File: src/rtl/cmd_decode_queue_pkg.sv
// cmd_decode_pkg: shared definitions for the command decode queue.
//   - Bit positions of the fields packed into a host command word.
//   - Default field widths and the LOAD / STORE opcode defaults.
//   - cmd_t: one decoded command as stored in the queue.
// Optional build macro used by the block: CMD_PARITY_EN.
package cmd_decode_pkg;

    localparam int CMD_REG_W    = 5;
    localparam int CMD_IMM_W    = 16;
    localparam int CMD_OP_W     = 4;
    localparam int CMD_LOAD_OP  = 12;
    localparam int CMD_STORE_OP = 13;

    // Field map inside write_data (rs2 and imm overlap on purpose).
    localparam int RD_LSB  = 21;
    localparam int RD_MSB  = 25;
    localparam int RS1_LSB = 16;
    localparam int RS1_MSB = 20;
    localparam int RS2_LSB = 11;
    localparam int RS2_MSB = 15;
    localparam int IMM_LSB = 0;
    localparam int IMM_MSB = 15;

    typedef struct packed {
        logic [CMD_REG_W-1:0] rd;
        logic [CMD_REG_W-1:0] rs1;
        logic [CMD_REG_W-1:0] rs2;
        logic [CMD_IMM_W-1:0] imm;
        logic [CMD_OP_W-1:0]  operation;
        logic                 load;
        logic                 write_enable;
    } cmd_t;

    localparam int CMD_W = $bits(cmd_t);

endpackage

File: src/rtl/cmd_decode_queue_if.sv
// cmd_decode_queue_if: host write side, issue side and status of the
// command decode queue.
//   slave  : view used by cmd_decode_queue.
//   master : view used by the host / execution unit side.
// With CMD_PARITY_EN defined the bundle also carries write_parity and
// parity_err.
interface cmd_decode_queue_if #(
    parameter int DATA_W = 32,
    parameter int REG_W  = 5,
    parameter int IMM_W  = 16,
    parameter int OP_W   = 4,
    parameter int DEPTH  = 4
);
    localparam int CNT_W = $clog2(DEPTH) + 1;

    logic [OP_W:0]       write_addr;
    logic [DATA_W-1:0]   write_data;
    logic                write;
    logic                write_ready;
    logic                flush;
    logic                issue_valid;
    logic                issue_ready;
    logic [REG_W-1:0]    rd;
    logic [REG_W-1:0]    rs1;
    logic [REG_W-1:0]    rs2;
    logic [IMM_W-1:0]    imm;
    logic [OP_W-1:0]     operation;
    logic                load;
    logic                write_enable;
    logic [CNT_W-1:0]    count;
    logic                illegal_err;
    logic                overflow_err;
    logic                err_clear;
`ifdef CMD_PARITY_EN
    logic                write_parity;
    logic                parity_err;
`endif

    modport slave (
        input  write_addr, write_data, write, flush, issue_ready, err_clear,
`ifdef CMD_PARITY_EN
        input  write_parity,
        output parity_err,
`endif
        output write_ready, issue_valid, rd, rs1, rs2, imm, operation,
               load, write_enable, count, illegal_err, overflow_err
    );

    modport master (
        output write_addr, write_data, write, flush, issue_ready, err_clear,
`ifdef CMD_PARITY_EN
        output write_parity,
        input  parity_err,
`endif
        input  write_ready, issue_valid, rd, rs1, rs2, imm, operation,
               load, write_enable, count, illegal_err, overflow_err
    );

endinterface

File: src/rtl/cmd_decode_queue_fifo.sv
// cmd_fifo: generic synchronous FIFO of packed words.
//   clk, rst  : clock, asynchronous active-high reset (control only).
//   push_i    : write data_i (ignored when full).
//   pop_i     : retire the head (ignored when empty).
//   flush_i   : empty the FIFO on the next edge; overrides push/pop.
//   data_o    : head word, read straight from storage.
//   count_o   : occupancy; full_o / empty_o derived from it.
// DEPTH must be a power of two so the pointers wrap naturally.
module cmd_fifo #(
    parameter int WIDTH = 8,
    parameter int DEPTH = 4
) (
    input  logic                     clk,
    input  logic                     rst,
    input  logic                     push_i,
    input  logic                     pop_i,
    input  logic                     flush_i,
    input  logic [WIDTH-1:0]         data_i,
    output logic [WIDTH-1:0]         data_o,
    output logic [$clog2(DEPTH):0]   count_o,
    output logic                     full_o,
    output logic                     empty_o
);
    localparam int PTR_W = $clog2(DEPTH);
    localparam int CNT_W = PTR_W + 1;
    localparam logic [CNT_W-1:0] FULL_CNT = CNT_W'(DEPTH);

    logic [WIDTH-1:0] mem_q [DEPTH];
    logic [PTR_W-1:0] wr_ptr_q, wr_ptr_d;
    logic [PTR_W-1:0] rd_ptr_q, rd_ptr_d;
    logic [CNT_W-1:0] count_q, count_d;
    logic             push_ok, pop_ok;

    assign full_o  = (count_q == FULL_CNT);
    assign empty_o = (count_q == '0);
    assign push_ok = push_i && !full_o && !flush_i;
    assign pop_ok  = pop_i && !empty_o && !flush_i;
    assign data_o  = mem_q[rd_ptr_q];
    assign count_o = count_q;

    always_comb begin
        wr_ptr_d = wr_ptr_q;
        rd_ptr_d = rd_ptr_q;
        count_d  = count_q;
        if (flush_i) begin
            wr_ptr_d = '0;
            rd_ptr_d = '0;
            count_d  = '0;
        end else begin
            if (push_ok) wr_ptr_d = wr_ptr_q + 1'b1;
            if (pop_ok)  rd_ptr_d = rd_ptr_q + 1'b1;
            case ({push_ok, pop_ok})
                2'b10:   count_d = count_q + 1'b1;
                2'b01:   count_d = count_q - 1'b1;
                default: count_d = count_q;
            endcase
        end
    end

    always_ff @(posedge clk or posedge rst) begin
        if (rst) begin
            wr_ptr_q <= '0;
            rd_ptr_q <= '0;
            count_q  <= '0;
        end else begin
            wr_ptr_q <= wr_ptr_d;
            rd_ptr_q <= rd_ptr_d;
            count_q  <= count_d;
        end
    end

    // Storage carries no reset; only entries below count are ever observed.
    always_ff @(posedge clk) begin
        if (push_ok) mem_q[wr_ptr_q] <= data_i;
    end

endmodule

File: src/rtl/cmd_decode_queue.sv
// cmd_decode_queue: decodes host command writes (opcode on write_addr,
// packed fields on write_data), queues the decoded commands and issues
// them to the execution unit over a valid/ready handshake.
//   clk, rst : clock, asynchronous active-high reset.
//   bus      : cmd_decode_queue_if.slave - write side (write_addr,
//              write_data, write, write_ready), issue side (issue_valid,
//              issue_ready, rd, rs1, rs2, imm, operation, load,
//              write_enable), count, flush, sticky error flags and
//              err_clear.
// Build macro CMD_PARITY_EN adds an odd-parity check on
// {write_data, write_parity} with a sticky parity_err flag.
// Field widths REG_W/IMM_W/OP_W must match the widths of cmd_t.
module cmd_decode_queue
    import cmd_decode_pkg::*;
#(
    parameter int DATA_W   = 32,
    parameter int REG_W    = CMD_REG_W,
    parameter int IMM_W    = CMD_IMM_W,
    parameter int OP_W     = CMD_OP_W,
    parameter int DEPTH    = 4,
    parameter int LOAD_OP  = CMD_LOAD_OP,
    parameter int STORE_OP = CMD_STORE_OP
) (
    input  logic             clk,
    input  logic             rst,
    cmd_decode_queue_if.slave bus
);
    localparam int CNT_W = $clog2(DEPTH) + 1;

    cmd_t             cmd_in;
    cmd_t             cmd_head;
    logic [CNT_W-1:0] count;
    logic             full, empty;
    logic             illegal_op, parity_bad;
    logic             push, pop, issue_valid;
    logic             illegal_set, overflow_set;
    logic             illegal_err_q, illegal_err_d;
    logic             overflow_err_q, overflow_err_d;

`ifdef CMD_PARITY_EN
    logic             parity_set;
    logic             parity_err_q, parity_err_d;
    // Odd parity: the XOR over data and parity bit must be 1.
    assign parity_bad = ~^{bus.write_data, bus.write_parity};
`else
    assign parity_bad = 1'b0;
`endif

    always_comb begin
        cmd_in              = '0;
        cmd_in.rd           = bus.write_data[RD_MSB:RD_LSB];
        cmd_in.rs1          = bus.write_data[RS1_MSB:RS1_LSB];
        cmd_in.rs2          = bus.write_data[RS2_MSB:RS2_LSB];
        cmd_in.imm          = bus.write_data[IMM_MSB:IMM_LSB];
        cmd_in.operation    = bus.write_addr[OP_W-1:0];
        cmd_in.load         = (bus.write_addr[OP_W-1:0] == OP_W'(LOAD_OP));
        cmd_in.write_enable = (bus.write_addr[OP_W-1:0] != OP_W'(STORE_OP));
    end

    assign illegal_op = bus.write_addr[OP_W];
    assign push = bus.write && !full && !illegal_op && !parity_bad && !bus.flush;
    assign issue_valid = !empty;
    assign pop = issue_valid && bus.issue_ready && !bus.flush;

    cmd_fifo #(
        .WIDTH (CMD_W),
        .DEPTH (DEPTH)
    ) u_fifo (
        .clk     (clk),
        .rst     (rst),
        .push_i  (push),
        .pop_i   (pop),
        .flush_i (bus.flush),
        .data_i  (cmd_in),
        .data_o  (cmd_head),
        .count_o (count),
        .full_o  (full),
        .empty_o (empty)
    );

    // A flushed write leaves every flag untouched.
    assign illegal_set  = bus.write && !bus.flush && illegal_op;
    assign overflow_set = bus.write && !bus.flush && full;

    // Set has priority over clear in the same cycle.
    assign illegal_err_d  = illegal_set  ? 1'b1 : (bus.err_clear ? 1'b0 : illegal_err_q);
    assign overflow_err_d = overflow_set ? 1'b1 : (bus.err_clear ? 1'b0 : overflow_err_q);

`ifdef CMD_PARITY_EN
    assign parity_set   = bus.write && !bus.flush && parity_bad;
    assign parity_err_d = parity_set ? 1'b1 : (bus.err_clear ? 1'b0 : parity_err_q);
`endif

    always_ff @(posedge clk or posedge rst) begin
        if (rst) begin
            illegal_err_q  <= 1'b0;
            overflow_err_q <= 1'b0;
`ifdef CMD_PARITY_EN
            parity_err_q   <= 1'b0;
`endif
        end else begin
            illegal_err_q  <= illegal_err_d;
            overflow_err_q <= overflow_err_d;
`ifdef CMD_PARITY_EN
            parity_err_q   <= parity_err_d;
`endif
        end
    end

    // Head fields are forced to zero while nothing is valid.
    assign bus.issue_valid  = issue_valid;
    assign bus.rd           = issue_valid ? cmd_head.rd           : '0;
    assign bus.rs1          = issue_valid ? cmd_head.rs1          : '0;
    assign bus.rs2          = issue_valid ? cmd_head.rs2          : '0;
    assign bus.imm          = issue_valid ? cmd_head.imm          : '0;
    assign bus.operation    = issue_valid ? cmd_head.operation    : '0;
    assign bus.load         = issue_valid && cmd_head.load;
    assign bus.write_enable = issue_valid && cmd_head.write_enable;
    assign bus.write_ready  = !full;
    assign bus.count        = count;
    assign bus.illegal_err  = illegal_err_q;
    assign bus.overflow_err = overflow_err_q;
`ifdef CMD_PARITY_EN
    assign bus.parity_err   = parity_err_q;
`endif

endmodule

File: src/flat_wrapper.sv
// flat-port wrapper written by rule: the top's interface ports become plain ports
module cmd_decode_queue_flat import cmd_decode_pkg::*;
#(
    parameter int DATA_W   = 32,
    parameter int REG_W    = CMD_REG_W,
    parameter int IMM_W    = CMD_IMM_W,
    parameter int OP_W     = CMD_OP_W,
    parameter int DEPTH    = 4,
    parameter int LOAD_OP  = CMD_LOAD_OP,
    parameter int STORE_OP = CMD_STORE_OP
)
  (clk, rst, bus_write_addr, bus_write_data, bus_write, bus_flush, bus_issue_ready, bus_err_clear, bus_write_ready, bus_issue_valid, bus_rd, bus_rs1, bus_rs2, bus_imm, bus_operation, bus_load, bus_write_enable, bus_count, bus_illegal_err, bus_overflow_err);
  cmd_decode_queue_if #(.DATA_W(DATA_W), .REG_W(REG_W), .IMM_W(IMM_W), .OP_W(OP_W), .DEPTH(DEPTH)) bus_i ();
  input  logic clk;
  input  logic rst;
  input wire logic [$bits(bus_i.write_addr)-1:0] bus_write_addr;
  input wire logic [$bits(bus_i.write_data)-1:0] bus_write_data;
  input wire logic [$bits(bus_i.write)-1:0] bus_write;
  input wire logic [$bits(bus_i.flush)-1:0] bus_flush;
  input wire logic [$bits(bus_i.issue_ready)-1:0] bus_issue_ready;
  input wire logic [$bits(bus_i.err_clear)-1:0] bus_err_clear;
  output wire logic [$bits(bus_i.write_ready)-1:0] bus_write_ready;
  output wire logic [$bits(bus_i.issue_valid)-1:0] bus_issue_valid;
  output wire logic [$bits(bus_i.rd)-1:0] bus_rd;
  output wire logic [$bits(bus_i.rs1)-1:0] bus_rs1;
  output wire logic [$bits(bus_i.rs2)-1:0] bus_rs2;
  output wire logic [$bits(bus_i.imm)-1:0] bus_imm;
  output wire logic [$bits(bus_i.operation)-1:0] bus_operation;
  output wire logic [$bits(bus_i.load)-1:0] bus_load;
  output wire logic [$bits(bus_i.write_enable)-1:0] bus_write_enable;
  output wire logic [$bits(bus_i.count)-1:0] bus_count;
  output wire logic [$bits(bus_i.illegal_err)-1:0] bus_illegal_err;
  output wire logic [$bits(bus_i.overflow_err)-1:0] bus_overflow_err;
  assign bus_i.write_addr = bus_write_addr;
  assign bus_i.write_data = bus_write_data;
  assign bus_i.write = bus_write;
  assign bus_i.flush = bus_flush;
  assign bus_i.issue_ready = bus_issue_ready;
  assign bus_i.err_clear = bus_err_clear;
  assign bus_write_ready = bus_i.write_ready;
  assign bus_issue_valid = bus_i.issue_valid;
  assign bus_rd = bus_i.rd;
  assign bus_rs1 = bus_i.rs1;
  assign bus_rs2 = bus_i.rs2;
  assign bus_imm = bus_i.imm;
  assign bus_operation = bus_i.operation;
  assign bus_load = bus_i.load;
  assign bus_write_enable = bus_i.write_enable;
  assign bus_count = bus_i.count;
  assign bus_illegal_err = bus_i.illegal_err;
  assign bus_overflow_err = bus_i.overflow_err;
  cmd_decode_queue #(.DATA_W(DATA_W), .REG_W(REG_W), .IMM_W(IMM_W), .OP_W(OP_W), .DEPTH(DEPTH), .LOAD_OP(LOAD_OP), .STORE_OP(STORE_OP)) u_core (.clk(clk), .rst(rst), .bus(bus_i));
endmodule
File: config.mk
export PLATFORM = sky130hd
export DESIGN_NAME = cmd_decode_queue_flat
export DESIGN_NICKNAME = d
export VERILOG_FILES = /design/src/rtl/cmd_decode_queue_pkg.sv /design/src/rtl/cmd_decode_queue_if.sv /design/src/rtl/cmd_decode_queue_fifo.sv /design/src/rtl/cmd_decode_queue.sv /design/src/flat_wrapper.sv
export SDC_FILE = /design/constraint.sdc
export NUM_CORES = 1
export LEC_CHECK = 0
export CAP_MARGIN = 40
export CORE_MARGIN = 3
export CORE_UTILIZATION = 35
export DETAILED_ROUTE_END_ITERATION = 8
export SETUP_SLACK_MARGIN = 0.05
export SYNTH_ARGS = -nofsm -noshare
export SYNTH_HDL_FRONTEND = slang
export SYNTH_SLANG_ARGS = --single-unit
File: constraint.sdc
create_clock -name clk -period 2.95 [get_ports clk]
set_input_delay 0.885 -clock clk [delete_from_list [all_inputs] [get_ports clk]]
set_output_delay 0.885 -clock clk [all_outputs]
set_load 0.01 [all_outputs]
== Word level (Yosys, flattened, before mapping) ==
Memories as Yosys holds them, arrays and structs flattened.
Cells that the tools add are included.
Word-level totals
  memories: 1
  output and inout port bits: 44
  RAM bits: 148
  flip-flop bits (word level): 9
Memories
  u_core.u_fifo.mem_q: depth 4, bits a word 37, read ports 1, clocked after memory_dff 0, wr ports 1, line cmd_decode_queue_fifo.sv:28  | logic [WIDTH-1:0] mem_q [DEPTH];
Cells by class
  mux-type cells: 16
  add/subtract/negate cells: 4
  eq/ne operators: 5
  reduce and logical (&&, ||, !) cells: 24
Operator list (count)
  $mux 16: 1
  $mux 5: 3
  $logic_and 1x1->1: 14
  $mux 2: 4
  $reduce_bool 2->1: 4
  $pmux 3 s2: 1
  $mux 1: 5
  $add 2x1->2 const B: 2
  $eq 4x4->1 const B: 1
  $logic_not 1->1: 4
  $mux 4: 1
  $ne 4x4->1 const B: 1
  $add 3x1->3 const B: 1
  $eq 3x3->1 const B: 1
  $logic_not 3->1: 1
  $mux 3: 1
  $reduce_bool 3->1: 1
  $sub 3x1->3 const B: 1
  $eq 2x1->1 const B: 1
  $eq 2x2->1 const B: 1

== Depth between registers and ports, before layout ==
  depth after elaboration: 10
  depth in mapped cells: 6
  depth with buffers taken out: 6

== By module ==
From an unflattened synthesis, not the netlist that was laid out.
Unflattened totals
  cell total of the unflattened synthesis: 315
  area total of the unflattened synthesis: 6318.6 sq um
Modules (own cells, without submodules)
  cmd_fifo: area each 5911.9 sq um, seq. area each 4619.4 sq um, instances 1, cells each 260
  cmd_decode_queue: area each 406.6 sq um, seq. area each 50.0 sq um, instances 1, cells each 55

== Worst setup path after synthesis ==
OpenSTA, ideal clock, no wires.
  kind: input to register
  from: input bus_flush
  to: memory u_core.u_fifo.mem_q[1][0] in the netlist's numbering (enable)
  cell stages on the path: 3
  setup time: 392 ps
  slack: 171 ps
  path buffers: 0
  arrival: 2387 ps
  cells stage by stage: or3b_4 -> a21oi_4 -> and2_1
On the way
  longest elaborated chain between the ends: 6
Ends and longest elaborated chain
  start, declared: line flat_wrapper.sv:19  | input wire logic [$bits(bus_i.flush)-1:0] bus_flush;
  $logic_not 1->1 (*): line cmd_decode_queue_fifo.sv:36, cmd_decode_queue.sv:61
  $logic_and 1x1->1: line cmd_decode_queue.sv:61  | assign push = bus.write && !full && !illegal_op && !parity_bad && !bus.flush;
  $logic_and 1x1->1: line cmd_decode_queue_fifo.sv:36  | assign push_ok = push_i && !full_o && !flush_i;
  $logic_and 1x1->1 (*): line cmd_decode_queue_fifo.sv:36
  $mux 1 (*): line cmd_decode_queue_fifo.sv:74  | if (push_ok) mem_q[wr_ptr_q] <= data_i;
  $mux 1 (not written as such) (*): line cmd_decode_queue_fifo.sv:74
  end, declared: line cmd_decode_queue_fifo.sv:28
Mark *: on every way between the ends. The rest lies on a longest branch, timed or not.

== Worst setup path after layout ==
  from: register u_core.u_fifo.rd_ptr_q[0]
  to: output bus_imm[14]
On the way
  longest elaborated chain between the ends: 2
Ends and longest elaborated chain
  start, declared: line cmd_decode_queue_fifo.sv:30  | logic [PTR_W-1:0] rd_ptr_q, rd_ptr_d;
  start signal, assigned: line cmd_decode_queue_fifo.sv:67  | rd_ptr_q <= rd_ptr_d;
  $mem_v2 4x37
  $mux 16: line cmd_decode_queue.sv:115  | assign bus.imm = issue_valid ? cmd_head.imm : '0;
  end, declared: line flat_wrapper.sv:27  | output wire logic [$bits(bus_i.imm)-1:0] bus_imm;
Every way passes these cells.

==> flow_summary_export.csv <==
group,metric,value,unit
min_path,holdCritPathClass,"register to register",
yosys,synthCells,274,
critical_path,ff2ff_setup_slack,890,ps
drt,via_per_inst,4.66,
global_route,grt_max_degree,35,
sta,period_needed,2850,ps
sta,slew_violations,0,
clock_tree,cts_made_buffers,17,
global_route,grt_pass1_wl,16400,um
critical_path,path_class,"register to output port",
finish,multi_input_area,1320,sq um
critical_path,arrival,1960,ps
die,die_x,131,um
yosys,syn_avg_cell_area,20.0,sq um
critical_path,r2r-start,"u_core.u_fifo.count_o[1]",
outcome,status,"completed",
finish,syn_to_final_growth,36.4,%
sta,finalSetupViolCount,0,
drt,drc,0,
clock_tree,clk_latency,420,ps
clock_tree,path_clk_slew,60,ps
clock_tree,clockRootBuffer,"clkbuf_16",
place,port_buffers,80,
critical_path,crit_end,"bus_imm[14]",
die,die_h,131,um
run,cap_violations,0,
critical_path,reg2reg_to,"u_core.u_fifo.count_o[1]",
drt,wire_per_inst,17.4,um
drt,firstDrtPassIters,4,
finish,final_nets,433,
clock_tree,cts_hold_buf,0,
sta,hold_viol_final,0,
yosys,yosysSeqAreaShare,74.4,%
finish,n_antenna_cell,0,
die,io_pins,87,
finish,fill_cells,1307,
sta,worst_slew_pin_slew,386,ps
critical_path,startpoint,"u_core.u_fifo.rd_ptr_q[0]",
power_and_ir_drop,powerDensity,850,nW/um^2
die,core-area,15300,sq um
die,core.rowCount,45,
critical_path,worstPathCellList,"buf_6 -> bufbuf_16 -> mux4_2 -> and2_4 -> buf_2",
clock_tree,clockBufferDepth,2,
sta,fmax,351,MHz
die,start_util,35.8,%
power_and_ir_drop,vdd_drop_max,0.000378,V
sta,fin_crit_sh,96.5,%
yosys,synth_warnings,0,
global_route,track_usage,13.3,%
drt,ant_nets,0,
finish,layout-drive-gt1-share,37.2,%
sta,rsz0062_at_grt,"true",
global_route,grt-ovfl-total,0,
sta,clock_skew,7.15,ps
drt,via_count,2839,
yosys,synth_cell_types,30,
sta,fin_ws,103,ps
place,place_ws,87.8,ps
critical_path,startpoint_type,"register",
clock_tree,cts_tree,"built",
clock_tree,cts_sinks,137,
critical_path,slowest_stage,"mux4_2",
critical_path,required,2070,ps
clock_tree,cts_max_level,4,
yosys,synth_area,5470,sq um
sta,tns,0,ps
critical_path,critPathCaptureType,"output port",
critical_path,slowest_delay,480,ps
global_route,antenna_found_initial,0,
critical_path,critPathMaxFanout,4,
drt,drt-initial-drc-count,116,
sta,relSlewSlack,74.0,%
die,fp.dieArea,17200,sq um
place,dp_hpwl,6450,um
global_route,grt_pass1_vias,3092,
finish,regArea,4070,sq um
power_and_ir_drop,p_leak,2.59,nW
yosys,ys_ff_latch,137,
drt,routed_wl,10600,um
critical_path,rr_worst_depth,7,
yosys,postSynthNetCount,322,
place,gp_congestion,0.711,
==> report_power, final <==
part | leakage [nW] | switching (W) | internal (W)
registers | 1.27 | 0.0000231 | 0.00218
logic | 1.02 | 0.000844 | 0.00113
clock network | 0.295 | 0.000752 | 0.00141
total | 2.59 | 0.00162 | 0.00472
==> sequential cells by signal (all words and copies together) (netlist names) <==
register                 flops
u_core.u_fifo.wr_ptr_q       2
u_core.u_fifo.mem_q        128
u_core.bus.overflow_err      1
u_core.bus.illegal_err       1
u_core.u_fifo.rd_ptr_q       2
u_core.u_fifo.count_o        3
==> placed cells by master (no fill, tap or decap), types with 5 or more instances in the layout <==
| cell | n |
|---|---|
| buf_12 | 13 |
| dfrtp_1 | 7 |
| clkbuf_16 | 17 |
| and2_4 | 17 |
| buf_6 | 11 |
| inv_1 | 7 |
| nor2_1 | 7 |
| edfxtp_1 | 128 |
| clkdlybuf4s50_1 | 43 |
| buf_2 | 21 |
| clkdlybuf4s15_1 | 6 |
| and2_1 | 15 |
| xnor2_1 | 5 |
| mux4_2 | 32 |
| buf_4 | 11 |
==> layout make-up <==
class	instances	area share, %
Timing Repair Buffer	111	15.6
Clock inverter	13	2.37
Tap cell	211	3.54
Inverter	7	0.352
Sequential cell	137	54.6
Multi-Input combinational cell	111	17.7
Clock buffer	19	5.80
==> through the flow <==
stage	cells	utilization [%]	power (W)	area, sq um	hold slack, ps
6_report	609	48.9	0.00634	7460	511
5_1_grt	609	48.9	0.00664	7460	534
2_1_floorplan	274	-	0.00319	5470	532
4_1_cts	609	48.7	0.00639	7440	515
3_5_place_dp	568	44.1	0.00405	6730	502
3_3_place_gp	568	44.1	0.00404	6730	484
==> cells in the mapped netlist <==
cell type | instances | share of area, %
nor3_1 | 4 | 0.37
a21oi_1 | 1 | 0.091
inv_1 | 7 | 0.48
or3_1 | 1 | 0.11
or3b_4 | 1 | 0.21
mux4_2 | 32 | 13
fa_1 | 1 | 0.37
o21a_1 | 1 | 0.14
nor2b_1 | 1 | 0.11
mux2i_1 | 1 | 0.18
and2_1 | 36 | 4.1
xor2_1 | 2 | 0.32
a211oi_1 | 1 | 0.14
xnor2_1 | 5 | 0.80
clkbuf_1 | 9 | 0.62
o32ai_1 | 1 | 0.16
nor4b_1 | 1 | 0.16
a32o_1 | 2 | 0.37
buf_4 | 5 | 0.69
ha_1 | 4 | 0.92
nor3b_1 | 1 | 0.14
nor2_1 | 7 | 0.48
a21oi_4 | 1 | 0.30
o21ai_0 | 1 | 0.091
edfxtp_1 | 128 | 70
nand2_1 | 3 | 0.21
o31ai_1 | 2 | 0.27
buf_2 | 5 | 0.46
dfrtp_1 | 9 | 4.1
nand3_1 | 1 | 0.091
==> how the worst min path moves through the flow <==
stage,startpoint,endpoint,slack (ps),depth (start not counted)
after CTS,u_core.bus.illegal_err,u_core.bus.illegal_err,510,1
after floorplan,u_core.bus.illegal_err,u_core.bus.illegal_err,530,1
after global placement,u_core.bus.illegal_err,u_core.bus.illegal_err,480,1
after detailed placement,u_core.bus.illegal_err,u_core.bus.illegal_err,500,1
after global routing,u_core.bus.illegal_err,u_core.bus.illegal_err,530,1
final,u_core.bus.illegal_err,u_core.bus.illegal_err,510,1
==> worst max-delay path, delay by kind of cell (launching register included) <==
family | cells | cell delay (ps)
mux | 1 | 480
flops | 1 | 390
buf+inv | 3 | 510
simple gates | 1 | 170
==> timing repair <==
item | CTS | global route
buffers inserted | 6 | 1
resized for setup | 152 | 18
cloned | 3 | 0
setup endpoints to repair | 37 | 29
==> cell families (layout without fill, tap and decap cells) <==
logic type | count (synthesis) | in the layout | share of synthesized area [%]
compound gates | 10 | 10 | 1.56
simple gates | 56 | 56 | 6.00
flops | 137 | 137 | 74.4
buf+inv | 26 | 150 | 2.24
xor+xnor | 7 | 7 | 1.12
fa+ha+maj | 5 | 5 | 1.28
mux | 33 | 33 | 13.4
==> metal layers <==
layer / up-vias / track usage [%] / part of all wire [%]
li1: 1299 / - / -
met4: 0 / 5.44 / 1.4
met1: 1452 / 16.0 / 42
met2: 71 / 22.0 / 51
met3: 17 / 4.72 / 5.4
met5: - / 0 / 0
Power figures use the tool's default switching activity.
